--- config.mk ---
export PLATFORM = sky130hd
export DESIGN_NAME = adc_i2c_target_flat
export DESIGN_NICKNAME = d
export VERILOG_FILES = /design/src/rtl/adc_i2c_pkg.sv /design/src/rtl/adc_i2c_target_if.sv /design/src/rtl/adc_i2c_target_line_sync.sv /design/src/rtl/adc_i2c_target.sv /design/src/flat_wrapper.sv
export SDC_FILE = /design/constraint.sdc
export NUM_CORES = 1
export LEC_CHECK = 0
export CAP_MARGIN = 20
export CORE_UTILIZATION = 49
export DETAILED_ROUTE_END_ITERATION = 16
export GPL_TIMING_DRIVEN = 0
export PLACE_DENSITY = 0.66
export SKIP_LAST_GASP = 1
export SLEW_MARGIN = 40
export SYNTH_ARGS = -nofsm -noshare
export SYNTH_HDL_FRONTEND = slang
export SYNTH_SLANG_ARGS = --single-unit
--- constraint.sdc ---
create_clock -name clk -period 5.2 [get_ports clk]
set_input_delay 1.04 -clock clk [delete_from_list [all_inputs] [get_ports clk]]
set_output_delay 1.04 -clock clk [all_outputs]
set_load 0.005 [all_outputs]
--- src/rtl/adc_i2c_pkg.sv ---
// Shared types and constants for the in-fabric ADC I2C target emulator.
package adc_i2c_pkg;

    localparam int          BYTE_W     = 8;
    localparam int          SAMPLE_W   = 12;
    localparam int          TX_W       = 16;
    localparam logic [6:0]  DEF_ADDR   = 7'b0101000;
    localparam logic [3:0]  PAD_NIBBLE = 4'b0000;

    typedef enum logic [2:0] {
        ST_IDLE,
        ST_ADDR,
        ST_ADDR_ACK,
        ST_TX_BYTE,
        ST_TX_ACKCHK,
        ST_RX_BYTE,
        ST_RX_ACK,
        ST_WAIT_STOP
    } state_e;

    // Two-byte read frame: high byte carries the pad nibble above sample[11:8].
    function automatic logic [TX_W-1:0] tx_word(input logic [SAMPLE_W-1:0] s);
        return {PAD_NIBBLE, s};
    endfunction

endpackage

--- src/rtl/adc_i2c_target_if.sv ---
// Two-wire bus as seen by the target: sampled SCL/SDA in, open-drain SDA enable out.
interface adc_i2c_if;
    logic scl;
    logic sda;
    logic sda_oe;

    modport target (input scl, input sda, output sda_oe);
    modport master (output scl, output sda, input sda_oe);
endinterface

--- src/rtl/adc_i2c_target_line_sync.sv ---
// SCL/SDA synchronizers plus history flops; emits SCL edge and START/STOP pulses.
module i2c_line_sync #(
    parameter int SYNC_STAGES = 2
) (
    input  logic clk,
    input  logic rst_n,
    input  logic scl_i,
    input  logic sda_i,
    output logic sda_o,
    output logic scl_rise_o,
    output logic scl_fall_o,
    output logic start_o,
    output logic stop_o
);

    logic [SYNC_STAGES-1:0] scl_sync_q, sda_sync_q;
    logic                   scl_hist_q, sda_hist_q;
    logic                   scl_s;

    // Reset to the idle-bus level so release of reset never looks like an edge.
    always_ff @(posedge clk or negedge rst_n) begin
        if (!rst_n) begin
            scl_sync_q <= '1;
            sda_sync_q <= '1;
            scl_hist_q <= 1'b1;
            sda_hist_q <= 1'b1;
        end else begin
            scl_sync_q <= {scl_sync_q[SYNC_STAGES-2:0], scl_i};
            sda_sync_q <= {sda_sync_q[SYNC_STAGES-2:0], sda_i};
            scl_hist_q <= scl_s;
            sda_hist_q <= sda_o;
        end
    end

    assign scl_s      = scl_sync_q[SYNC_STAGES-1];
    assign sda_o      = sda_sync_q[SYNC_STAGES-1];
    assign scl_rise_o = scl_s & ~scl_hist_q;
    assign scl_fall_o = ~scl_s & scl_hist_q;
    assign start_o    = scl_s & scl_hist_q & sda_hist_q & ~sda_o;
    assign stop_o     = scl_s & scl_hist_q & ~sda_hist_q & sda_o;

endmodule

--- src/rtl/adc_i2c_target.sv ---
// I2C target emulating a 12-bit ADC: two-byte sample reads, one-byte config writes.
module adc_i2c_target
    import adc_i2c_pkg::*;
#(
    parameter logic [6:0] ADDR        = DEF_ADDR,
    parameter int         SYNC_STAGES = 2
) (
    input  logic                clk,
    input  logic                rst_n,
    adc_i2c_if.target           bus,
    input  logic [SAMPLE_W-1:0] sample_i,
    input  logic                sample_valid_i,
    output logic [BYTE_W-1:0]   config_o,
    output logic                config_valid_o,
    output logic                busy_o,
    output logic                addr_hit_o
);

    logic sda_s, scl_rise, scl_fall, start_p, stop_p;

    i2c_line_sync #(.SYNC_STAGES(SYNC_STAGES)) u_sync (
        .clk        (clk),
        .rst_n      (rst_n),
        .scl_i      (bus.scl),
        .sda_i      (bus.sda),
        .sda_o      (sda_s),
        .scl_rise_o (scl_rise),
        .scl_fall_o (scl_fall),
        .start_o    (start_p),
        .stop_o     (stop_p)
    );

    state_e              state_q, state_d;
    logic [2:0]          bitcnt_q, bitcnt_d;
    logic [BYTE_W-1:0]   shift_q, shift_d;
    logic [TX_W-1:0]     tx_q, tx_d;
    logic [SAMPLE_W-1:0] hold_q, hold_d, hold_next;
    logic [BYTE_W-1:0]   cfg_q, cfg_d;
    logic                oe_q, oe_d;
    logic                phase_q, phase_d;
    logic                rw_q, rw_d;
    logic                cfg_vld_q, cfg_vld_d;
    logic                hit_q, hit_d;
    logic                busy_q, busy_d;

    always_ff @(posedge clk or negedge rst_n) begin
        if (!rst_n) begin
            state_q   <= ST_IDLE;
            bitcnt_q  <= '0;
            shift_q   <= '0;
            tx_q      <= '0;
            hold_q    <= '0;
            cfg_q     <= '0;
            oe_q      <= 1'b0;
            phase_q   <= 1'b0;
            rw_q      <= 1'b0;
            cfg_vld_q <= 1'b0;
            hit_q     <= 1'b0;
            busy_q    <= 1'b0;
        end else begin
            state_q   <= state_d;
            bitcnt_q  <= bitcnt_d;
            shift_q   <= shift_d;
            tx_q      <= tx_d;
            hold_q    <= hold_d;
            cfg_q     <= cfg_d;
            oe_q      <= oe_d;
            phase_q   <= phase_d;
            rw_q      <= rw_d;
            cfg_vld_q <= cfg_vld_d;
            hit_q     <= hit_d;
            busy_q    <= busy_d;
        end
    end

    // phase_q marks the second half of a two-step state: the ACK drive period,
    // or an ACK already seen in TX_ACKCHK waiting for the fall to drive the next byte.
    always_comb begin
        state_d   = state_q;
        bitcnt_d  = bitcnt_q;
        shift_d   = shift_q;
        tx_d      = tx_q;
        cfg_d     = cfg_q;
        oe_d      = oe_q;
        phase_d   = phase_q;
        rw_d      = rw_q;
        busy_d    = busy_q;
        cfg_vld_d = 1'b0;
        hit_d     = 1'b0;
        hold_next = sample_valid_i ? sample_i : hold_q;
        hold_d    = hold_next;

        if (stop_p) begin
            state_d = ST_IDLE;
            oe_d    = 1'b0;
            phase_d = 1'b0;
            busy_d  = 1'b0;
        end else if (start_p) begin
            state_d  = ST_ADDR;
            bitcnt_d = 3'd7;
            oe_d     = 1'b0;
            phase_d  = 1'b0;
            busy_d   = 1'b1;
        end else begin
            case (state_q)
                ST_IDLE: ;
                ST_ADDR: if (scl_rise) begin
                    shift_d = {shift_q[BYTE_W-2:0], sda_s};
                    if (bitcnt_q == 3'd0) begin
                        if (shift_d[7:1] == ADDR) begin
                            state_d = ST_ADDR_ACK;
                            hit_d   = 1'b1;
                            rw_d    = sda_s;
                            phase_d = 1'b0;
                        end else begin
                            state_d = ST_WAIT_STOP;
                        end
                    end else begin
                        bitcnt_d = bitcnt_q - 3'd1;
                    end
                end
                ST_ADDR_ACK: if (scl_fall) begin
                    if (!phase_q) begin
                        oe_d    = 1'b1;
                        phase_d = 1'b1;
                    end else begin
                        phase_d  = 1'b0;
                        bitcnt_d = 3'd7;
                        if (rw_q) begin
                            tx_d    = tx_word(hold_next);
                            oe_d    = ~tx_d[TX_W-1];
                            state_d = ST_TX_BYTE;
                        end else begin
                            oe_d    = 1'b0;
                            state_d = ST_RX_BYTE;
                        end
                    end
                end
                // Rotating the 16-bit word makes the high/low pair wrap for free.
                ST_TX_BYTE: if (scl_fall) begin
                    tx_d = {tx_q[TX_W-2:0], tx_q[TX_W-1]};
                    if (bitcnt_q == 3'd0) begin
                        oe_d    = 1'b0;
                        phase_d = 1'b0;
                        state_d = ST_TX_ACKCHK;
                    end else begin
                        bitcnt_d = bitcnt_q - 3'd1;
                        oe_d     = ~tx_d[TX_W-1];
                    end
                end
                ST_TX_ACKCHK: begin
                    if (scl_rise) begin
                        if (sda_s) state_d = ST_WAIT_STOP;
                        else       phase_d = 1'b1;
                    end else if (scl_fall && phase_q) begin
                        phase_d  = 1'b0;
                        bitcnt_d = 3'd7;
                        oe_d     = ~tx_q[TX_W-1];
                        state_d  = ST_TX_BYTE;
                    end
                end
                ST_RX_BYTE: if (scl_rise) begin
                    shift_d = {shift_q[BYTE_W-2:0], sda_s};
                    if (bitcnt_q == 3'd0) begin
                        cfg_d     = shift_d;
                        cfg_vld_d = 1'b1;
                        phase_d   = 1'b0;
                        state_d   = ST_RX_ACK;
                    end else begin
                        bitcnt_d = bitcnt_q - 3'd1;
                    end
                end
                ST_RX_ACK: if (scl_fall) begin
                    if (!phase_q) begin
                        oe_d    = 1'b1;
                        phase_d = 1'b1;
                    end else begin
                        oe_d     = 1'b0;
                        phase_d  = 1'b0;
                        bitcnt_d = 3'd7;
                        state_d  = ST_RX_BYTE;
                    end
                end
                ST_WAIT_STOP: oe_d = 1'b0;
                default: begin
                    state_d = ST_IDLE;
                    oe_d    = 1'b0;
                end
            endcase
        end
    end

    assign bus.sda_oe     = oe_q;
    assign config_o       = cfg_q;
    assign config_valid_o = cfg_vld_q;
    assign busy_o         = busy_q;
    assign addr_hit_o     = hit_q;

endmodule

--- src/flat_wrapper.sv ---
// flat-port wrapper written by rule: the top's interface ports become plain ports
module adc_i2c_target_flat import adc_i2c_pkg::*;
#(
    parameter logic [6:0] ADDR        = DEF_ADDR,
    parameter int         SYNC_STAGES = 2
)
  (clk, rst_n, sample_i, sample_valid_i, config_o, config_valid_o, busy_o, addr_hit_o, bus_scl, bus_sda, bus_sda_oe);
  adc_i2c_if bus_i ();
  input  logic clk;
  input  logic rst_n;
  input  logic [SAMPLE_W-1:0] sample_i;
  input  logic sample_valid_i;
  output logic [BYTE_W-1:0] config_o;
  output logic config_valid_o;
  output logic busy_o;
  output logic addr_hit_o;
  input wire logic [$bits(bus_i.scl)-1:0] bus_scl;
  input wire logic [$bits(bus_i.sda)-1:0] bus_sda;
  output wire logic [$bits(bus_i.sda_oe)-1:0] bus_sda_oe;
  assign bus_i.scl = bus_scl;
  assign bus_i.sda = bus_sda;
  assign bus_sda_oe = bus_i.sda_oe;
  adc_i2c_target #(.ADDR(ADDR), .SYNC_STAGES(SYNC_STAGES)) u_core (.clk(clk), .rst_n(rst_n), .bus(bus_i), .sample_i(sample_i), .sample_valid_i(sample_valid_i), .config_o(config_o), .config_valid_o(config_valid_o), .busy_o(busy_o), .addr_hit_o(addr_hit_o));
endmodule
==> results of run 1 <==
## power breakdown
group	total, mW	internal (mW)	leakage (nW)	switching [mW]
Combinational	0.592	0.276	0.826	0.316
Sequential	0.668	0.591	0.733	0.0769
Clock	0.379	0.198	0.0857	0.180
Total	1.64	1.07	1.65	0.573
## placed cells by master, fill, tap and decap left out, types with 2 or more instances in the layout
master           count
a21oi_1              9
nand3b_1             2
nand3_1              4
o21ai_0              4
buf_2                2
dfstp_2              6
inv_1                4
nor3b_1              3
a31oi_1              3
clkdlybuf4s50_1     27
nor2b_1              5
and2_1               2
or4_1                2
nor2_1              12
o31ai_1              3
ha_1                 2
nor4_1               2
clkinvlp_4           2
mux2i_1             14
a2bb2oi_1            2
nand2b_1             3
clkbuf_1             9
nand2_1             29
buf_4                5
dfrtp_1             55
or3_1                2
o21ai_1             18
o21a_1               2
mux2_1              10
mux2_2              19
a211oi_1             2
clkbuf_8            13
## worst max-delay path, stage by stage
cell and delay, ps:
clkdlybuf4s50_1 500, buf_1 450, mux2_2 410, mux2i_1 170, o21ai_1 80
## state kept, by name (all words and copies together) (netlist names), 2 cells and up
register                  flops
u_core.tx_q                  16
u_core.hold_q                12
u_core.config_o               8
u_core.shift_q                7
u_core.bitcnt_q               3
u_core.state_q                3
u_core.u_sync.scl_sync_q      2
u_core.u_sync.sda_sync_q      2
## cell type report
cell class,instances,area share
Buffer,17,0.0301
Clock buffer,13,0.0440
Clock inverter,3,0.00554
Inverter,5,0.00520
Multi-Input combinational cell,188,0.382
Sequential cell,61,0.425
Tap cell,75,0.0260
Timing Repair Buffer,29,0.0824
## layer usage
layer | global-route usage | up-vias | part of all wire
met4 | 0.121 | 0 | 0.028
met3 | 0.0371 | 15 | 0.051
met2 | 0.325 | 61 | 0.47
li1 | - | 1053 | -
met5 | 0 | - | 0
met1 | 0.273 | 1039 | 0.45
## worst max-delay path by stage
stage,from,to,slack [ps],cells past startpoint
floorplan,sample_valid_i,u_core.tx_q[0],3140,4
global placement,rst_n,u_core.config_o[4],1100,1
detailed placement,sample_valid_i,u_core.tx_q[4],2370,5
CTS,sample_valid_i,u_core.tx_q[4],2720,5
global route,sample_valid_i,u_core.tx_q[8],2630,5
finish,sample_valid_i,u_core.tx_q[4],2760,5
## through the flow
stage	hold slack (ps)	utilization	total power [mW]	instances
CTS	359	0.607	1.65	391
global route	359	0.607	1.75	391
detailed placement	349	0.576	1.26	375
floorplan	345	-	1.11	271
finish	356	0.607	1.64	391
global placement	346	0.574	1.26	374
## kinds of logic after synthesis
| logic type | count (synthesis) | share of synthesized area |
|---|---|---|
| AOI/OAI and AO/OA | 61 | 0.136 |
| adders and majority gates | 2 | 0.00823 |
| DFF | 61 | 0.504 |
| buffers and inverters | 22 | 0.0420 |
| and+or+nand+nor | 81 | 0.151 |
| muxes | 43 | 0.153 |
| xor gates and xnor gates | 1 | 0.00535 |
==> results.ini, run 1 <==
[cts]
clkSlewWorstSetupHoldPaths_ps = 70
clock-sinks = 61
ctsHoldBuffers = 0
h-tree-depth = 3
cts-root-buf = clkbuf_8
cts_tree = done
cts_resized = 0
insertion_delay_ps = 330
numCtsBuffers = 9
cts_setup_buffers = 0
clockBufferDepth = 2

[worst_setup_path]
rr_worst_depth = 7
r2r-end = u_core.rw_q
ff2ff_setup_slack_ps = 3090
worstSetupStartpointType = input pin
r2r-start = u_core.u_sync.scl_sync_q[1]
critPathMaxFanout = 10
arrival_ps = 2650
crit_required_ps = 5400
worst-setup-path-type = in2reg
setup.worst_path.end_class = flip-flop

[sta]
finalCriticalPeriod_ps = 2440
tns_ps = 0
skew_ps = 7.35
hold_viol = 0
period_share = 0.470
layout_setup_ws_ps = 2760
tightest_slew_ps = 750
finalMaxSlewViolations = 0
maxSlewHeadroom = 0.487
timing.fmax_mhz = 409
rsz0062_at_grt = false
setup-violations-final = 0

[route]
drt-vias-per-instance = 5.54
vias = 2168
wl_per_cell_um = 16.0
dr.first_iter.drc_count = 97
drc = 0
drt-pass1-iter-count = 4
ant_nets = 0
wirelength_um = 6260

[finish]
insertedDiodeCount = 0
fill_cells = 533
drive_gt1_frac = 0.203
syn_to_final_growth_pct = 18.8
fin_nets = 330
multi_input_area_um2 = 1380
stdcell_area_um2 = 3610
regArea_um2 = 1530

[synth]
netlist_top_cells_count = dfrtp_1, nand2_1, mux2_2
ys_warn_count = 0
async_reset_ff_frac = 1.00
ys_ff_latch = 61
synth-edff-count = 0
avgSynthCellArea_um2 = 11.2
syn_nets = 290
synthDistinctLibCells = 67
synthCells = 271
synth.top_cells.by_area = dfrtp_1, mux2_2, dfstp_2, mux2i_1, mux2_1
yosys.area.top_type = dfrtp_1
synth_top_area_frac = 0.452
synth_area_um2 = 3040
post-synth-top-count-cell = dfrtp_1
synth_top_flop_cell = dfrtp_1
ys_seq_area_frac = 0.504

[die]
pin_count = 29
coreArea_um2 = 5960
die_h_um = 80.8
start_util = 0.511
die_x_um = 80.8
dieArea_um2 = 6530
rows = 28

[hold_path]
min_to = u_core.u_sync.sda_sync_q[1]
hold_depth = 0
hp-start = u_core.u_sync.sda_sync_q[0]
min_path_type = reg2reg

[place]
gp_congestion = 0.905
io_buffers = 28
placed_area_um2 = 3430
dp_hpwl_um = 4320
place_ws_ps = 2370

[power_and_ir_drop]
ir_drop_mv = 0.246
powerDensity_nw_per_um2 = 454
power_leakage_nw = 1.65

[global_route]
grt_pass1_wl_um = 10100
grt_remaining_overflow = 0
antenna_found_initial = 0
grt_pass1_vias = 2073
grt_max_degree = 39
grt_usage = 0.209

[run_status]
status = finished clean

[job]
maxCapViolCount = 0

(Power assumes the default switching activity.)
==> run 2, diff against run 1 <==
Settings changed: PLACE_DENSITY 0.66 to 0.69.
Clock period 5.2 ns to 2.2 ns, I/O delays scaled along.
==> run 2 against run 1 <==
  * First-iteration DRC count increased by 39%
  * Routed wire length decreased by 0.74%
  * Critical path depth increased by 2
  * Critical path type is now reg2reg
  * Critical endpoint is now u_core.rw_q
  * Largest cell class unchanged
==> results.ini, run 2 (synthesis gave the netlist of run 1 again) <==
[place]
dp_hpwl_um = 4460  ; +3.1%
gp_congestion = 0.908  ; +0.32%
io_buffers = 28  ; unchanged
post-place-cells = 375  ; unchanged
place_ws_ps = -38.4  ; -2400 ps

[finish]
drive_gt1_frac = 0.209  ; +0.00633
final_common_cell = dfrtp_1
top_register = u_core.tx_q
largest_register_ffs = 16  ; unchanged
fin_nets = 331  ; +0.30%
layout_common_cells = dfrtp_1, nand2_1, clkdlybuf4s50_1
syn_to_final_growth_pct = 19.3
instances_no_fill = 391  ; unchanged
insertedDiodeCount = 0  ; unchanged
fill_cells = 540  ; +1.3%

[route]
ant_nets = 0  ; unchanged
drc = 0  ; unchanged
wirelength_um = 6210  ; -0.74%
wl_per_cell_um = 15.9  ; -0.74%
drt-vias-per-instance = 5.57  ; +0.46%
vias = 2178  ; +0.46%
dr.first_iter.drc_count = 135  ; +39%
drt-pass1-iter-count = 4  ; unchanged

[sta]
rsz0062_at_grt = true
maxSlewHeadroom = 0.558  ; +0.0712
hold_viol = 0  ; unchanged
timing.fmax_mhz = 478
finalMaxSlewViolations = 0  ; unchanged
period_share = 0.950
layout_setup_ws_ps = 109  ; -2650 ps
whs_ps = 356  ; +0.253 ps
setup-violations-final = 0  ; unchanged
finalCriticalPeriod_ps = 2090
skew_ps = 9.35  ; +2.00 ps
tightest_slew_ps = 646  ; -104 ps

[cts]
clkSlewWorstSetupHoldPaths_ps = 60  ; about the same
cts_tree = done
insertion_delay_ps = 340  ; about the same
clockBufferDepth = 2  ; unchanged
h-tree-depth = 3  ; unchanged
numCtsBuffers = 9  ; unchanged
clock-sinks = 61  ; unchanged
cts-root-buf = clkbuf_8

[worst_setup_path]
critPathMaxFanout = 10  ; unchanged
arrival_ps = 2310  ; -340 ps
worst-setup-path-type = reg2reg
ff2ff_setup_slack_ps = 110  ; -2980 ps
r2r-start = u_core.u_sync.scl_sync_q[1]
worstSetupStartpointType = flip-flop
crit_required_ps = 2410  ; -2990 ps
setup.worst_path.end_class = flip-flop
crit_start = u_core.u_sync.scl_sync_q[1]
rr_worst_depth = 7  ; unchanged

[job]
maxCapViolCount = 0  ; unchanged

[die]
pin_count = 29  ; unchanged
start_util = 0.511  ; unchanged
dieArea_um2 = 6530  ; unchanged
die_h_um = 80.8  ; unchanged
rows = 28  ; unchanged
coreArea_um2 = 5960  ; unchanged
die_x_um = 80.8  ; unchanged

[global_route]
grt_usage = 0.217  ; +0.00851
antenna_found_initial = 0  ; unchanged
grt_max_degree = 44  ; +13%
grt_pass1_vias = 2163  ; +4.3%
grt_remaining_overflow = 0  ; unchanged
grt_pass1_wl_um = 10500  ; +3.9%

[power_and_ir_drop]
p_total_mw = 3.93  ; +140%
power_leakage_nw = 1.66  ; +0.70%
powerDensity_nw_per_um2 = 1080  ; +140%
ir_drop_mv = 0.543  ; +120%

[run_status]
status = finished clean

[hold_path]
hp-start = u_core.u_sync.scl_sync_q[0]
hold_depth = 0  ; unchanged
min_path_type = reg2reg

-- run 2: report_power, final --
group / leakage, nW / internal (mW) / switching, mW / total [mW]
Sequential: 0.733 / 1.40 / 0.183 / 1.58
Combinational: 0.831 / 0.656 / 0.751 / 1.41
Clock: 0.0919 / 0.510 / 0.426 / 0.937
Total: 1.66 / 2.56 / 1.36 / 3.93
-- run 2: final timing paths --
kind                                          endpoint
max                                        u_core.rw_q
min                        u_core.u_sync.scl_sync_q[1]
max reg2reg                                u_core.rw_q
min reg2reg                u_core.u_sync.scl_sync_q[1]
max in group asynchronous            u_core.state_q[2]
min in group asynchronous            u_core.state_q[1]
-- run 2: metrics by stage --
step	util	TNS (ps)	instance area [um2]
CTS	0.608	0	3620
finish	0.609	0	3630
global route	0.609	-13.9	3630
floorplan	-	0	3040
detailed placement	0.576	-220	3430
global placement	0.574	-73900	3420
-- run 2: routing by layer --
layer / track usage / part of all wire / vias up
met2: 0.339 / 0.46 / 51
met5: 0 / 0 / -
li1: - / - / 1057
met4: 0.114 / 0.014 / 0
met3: 0.0427 / 0.043 / 10
met1: 0.287 / 0.48 / 1060
-- run 2: layout make-up --
| type | instances | area, um2 | share of cell area |
|---|---|---|---|
| buffer | 17 | 109 | 0.0300 |
| clock buffer | 10 | 128 | 0.0352 |
| clock inverter | 5 | 52.6 | 0.0145 |
| inverter | 5 | 18.8 | 0.00517 |
| multi-input combinational | 188 | 1390 | 0.382 |
| sequential | 61 | 1530 | 0.423 |
| tap | 75 | 93.8 | 0.0259 |
| timing repair buffer | 30 | 308 | 0.0848 |
-- run 2: worst max-delay path: stages (launching register included) --
cell and delay, ps:
dfstp_2 550, buf_4 190, nor3b_2 280, and2_1 170, buf_4 170, nand2_1 80, nor3_2 200, mux2_1 340
-- run 2: repair_timing --
| item | in CTS | in global routing |
|---|---|---|
| hold buffers | 1 | 0 |
| buffers inserted | 0 | 0 |
| gates resized for setup | 0 | 2 |
| setup endpoints to repair | 0 | 6 |
| endpoints found under the hold margin | 12 | 0 |
==> run 3, diff against run 2 <==
--- a/config.mk
+++ b/config.mk
@@ -13,3 +13,2 @@
 export SKIP_LAST_GASP = 1
-export SLEW_MARGIN = 40
 export SYNTH_ARGS = -nofsm -noshare
--- a/constraint.sdc
+++ b/constraint.sdc
@@ -3,2 +3,2 @@
 set_output_delay 0.44 -clock clk [all_outputs]
-set_load 0.005 [all_outputs]
+set_load 0.05 [all_outputs]
==> run 3 against run 2 <==
  * Count of clock-buffer cells in the layout grew 1
  * Clock skew down 0.99 ps
  * Hold slack worse by 280 ps
  * Clock power grew 6.4%
  * Worst setup slack worse by 2.8 ps
  * Flip-flop and latch count is the same
  * Largest cell class unchanged
==> results.ini, run 3 (synthesis gave the netlist of run 1 again) <==
[finish]
largest_register_ffs = 16  ; unchanged
multi_input_area_um2 = 1390  ; unchanged
instances_no_fill = 390  ; -0.26%
final_common_cell = dfrtp_1
fill_cells = 511  ; -5.4%
drive_gt1_frac = 0.213  ; +0.00384
top_register = u_core.tx_q
regArea_um2 = 1530  ; unchanged
layout_common_cells = dfrtp_1, nand2_1, clkdlybuf4s50_1
syn_to_final_growth_pct = 19.5
stdcell_area_um2 = 3630  ; +0.17%
insertedDiodeCount = 0  ; unchanged
fin_nets = 330  ; -0.30%

[route]
ant_nets = 0  ; unchanged
dr.first_iter.drc_count = 118  ; -13%
drt-vias-per-instance = 5.66  ; +1.6%
wirelength_um = 6410  ; +3.2%
drc = 0  ; unchanged
drt-pass1-iter-count = 4  ; unchanged
vias = 2208  ; +1.4%
wl_per_cell_um = 16.4  ; +3.5%

[place]
gp_congestion = 0.908  ; unchanged
io_buffers = 28  ; unchanged
dp_hpwl_um = 4460  ; about the same
placed_area_um2 = 3430  ; about the same
post-place-cells = 375  ; unchanged

[power_and_ir_drop]
p_total_mw = 4.06  ; +3.4%
p_int_mw = 2.63  ; +2.5%
ir_drop_mv = 0.566  ; +4.2%
power_switching_mw = 1.43  ; +5.0%
p_seq_frac = 0.392  ; -0.011
netSwitchingFraction = 0.352  ; +0.00566
power_leakage_nw = 1.66  ; +0.26%
powerDensity_nw_per_um2 = 1120  ; +3.2%
p_comb_frac = 0.363  ; +0.005
clkPwrFrac = 0.246  ; +0.007

[sta]
maxSlewHeadroom = 0.549  ; -0.00863
hold_viol = 0  ; unchanged
timing.fmax_mhz = 478  ; -0.14%
setup-violations-final = 0  ; unchanged
rsz0062_at_grt = false
period_share = 0.952  ; +0.00129
tightest_slew_ps = 659  ; +12.6 ps
finalMaxSlewViolations = 0  ; unchanged
whs_ps = 75.4  ; -280 ps
finalCriticalPeriod_ps = 2090  ; +2.84 ps
skew_ps = 8.36  ; -0.990 ps

[die]
die_h_um = 80.8  ; unchanged
die_x_um = 80.8  ; unchanged
start_util = 0.511  ; unchanged
pin_count = 29  ; unchanged
rows = 28  ; unchanged
dieArea_um2 = 6530  ; unchanged
coreArea_um2 = 5960  ; unchanged

[cts]
clock-sinks = 61  ; unchanged
insertion_delay_ps = 340  ; about the same
numCtsBuffers = 9  ; unchanged
clockBufferDepth = 2  ; unchanged
cts_tree = done
h-tree-depth = 3  ; unchanged
clkSlewWorstSetupHoldPaths_ps = 60  ; about the same
cts-root-buf = clkbuf_8
cts_setup_buffers = 0  ; unchanged

[worst_setup_path]
critPathMaxFanout = 10  ; unchanged
arrival_ps = 2310  ; about the same
crit_required_ps = 2420  ; about the same
setup.worst_path.end_class = flip-flop
worst-setup-path-type = reg2reg
worstSetupStartpointType = flip-flop

[global_route]
grt_pass1_vias = 2225  ; +2.9%
antenna_found_initial = 0  ; unchanged
grt_pass1_wl_um = 10700  ; +2.1%
grt_max_degree = 41  ; -6.8%
grt_remaining_overflow = 0  ; unchanged
grt_usage = 0.220  ; +0.00318

[hold_path]
min_path_type = in2async

[run_status]
status = finished clean

[job]
maxCapViolCount = 0  ; unchanged

## run 3: cell count changes in the layout (fill, tap and decap cells not counted)
cell | previous run | this run
buf_2 | 2 | 3
dlygate4sd3_1 | 1 | 0
clkbuf_8 | 11 | 13
clkinv_2 | 3 | 2
clkbuf_1 | 8 | 7
buf_4 | 5 | 4
## run 3: final timing paths
kind                            cells after the start  slack (ps)                     endpoint                        start
worst max-delay path                                7         110                  u_core.rw_q  u_core.u_sync.scl_sync_q[1]
worst min-delay path                                1          80            u_core.hold_q[10]                        rst_n
worst max register to register                      7         110                  u_core.rw_q  u_core.u_sync.scl_sync_q[1]
worst min register to register                      0         360  u_core.u_sync.scl_sync_q[1]  u_core.u_sync.scl_sync_q[0]
max in group asynchronous                           2        1540            u_core.shift_q[2]                        rst_n
min in group clk                                    0         360  u_core.u_sync.scl_sync_q[1]  u_core.u_sync.scl_sync_q[0]
## run 3: area by class of cell
cell class,instances,share of cell area
Clock inverter,4,0.0131
Multi-Input combinational cell,188,0.381
Clock buffer,11,0.0417
Buffer,17,0.0299
Sequential cell,61,0.422
Inverter,5,0.00516
Tap cell,75,0.0258
Timing Repair Buffer,29,0.0812
## run 3: layer usage
layer / track usage / routed length, um / up-vias / share of wire
met5: 0 / 0 / - / 0
met4: 0.121 / 148 / 0 / 0.023
met3: 0.0416 / 285 / 16 / 0.044
met2: 0.341 / 2970 / 57 / 0.46
met1: 0.293 / 3000 / 1081 / 0.47
li1: - / - / 1054 / -
## run 3: power by group through the flow
| stage | combinational, mW | sequential [mW] | clock, mW |
|---|---|---|---|
| after global placement | 1.44 | 1.59 | 0 |
| after CTS | 1.46 | 1.58 | 1.03 |
| final | 1.47 | 1.59 | 0.997 |
| after global routing | 1.63 | 1.63 | 1.07 |
| after detailed placement | 1.45 | 1.60 | 0 |
| after floorplan | 1.07 | 1.60 | 0 |
## run 3: timing repair
action,4_1_cts,5_1_grt
hold buffers,0,0
setup endpoints to repair,0,2
resized for setup,0,2
## run 3: worst max-delay path: stages (launching register included)
cell     delay, ps
dfstp_2        550
buf_4          190
nor3b_2        270
and2_1         170
buf_4          180
nand2_1         80
nor3_2         200
mux2_1         340
## run 3: per-stage QoR
step / utilization / TNS, ps / worst slack (ps)
3_5_place_dp: 0.576 / -237 / -42.3
2_1_floorplan: - / 0 / 328
6_report: 0.610 / 0 / 106
3_3_place_gp: 0.574 / -73900 / -1280
4_1_cts: 0.609 / 0 / 65.0
5_1_grt: 0.610 / 0 / 10.0
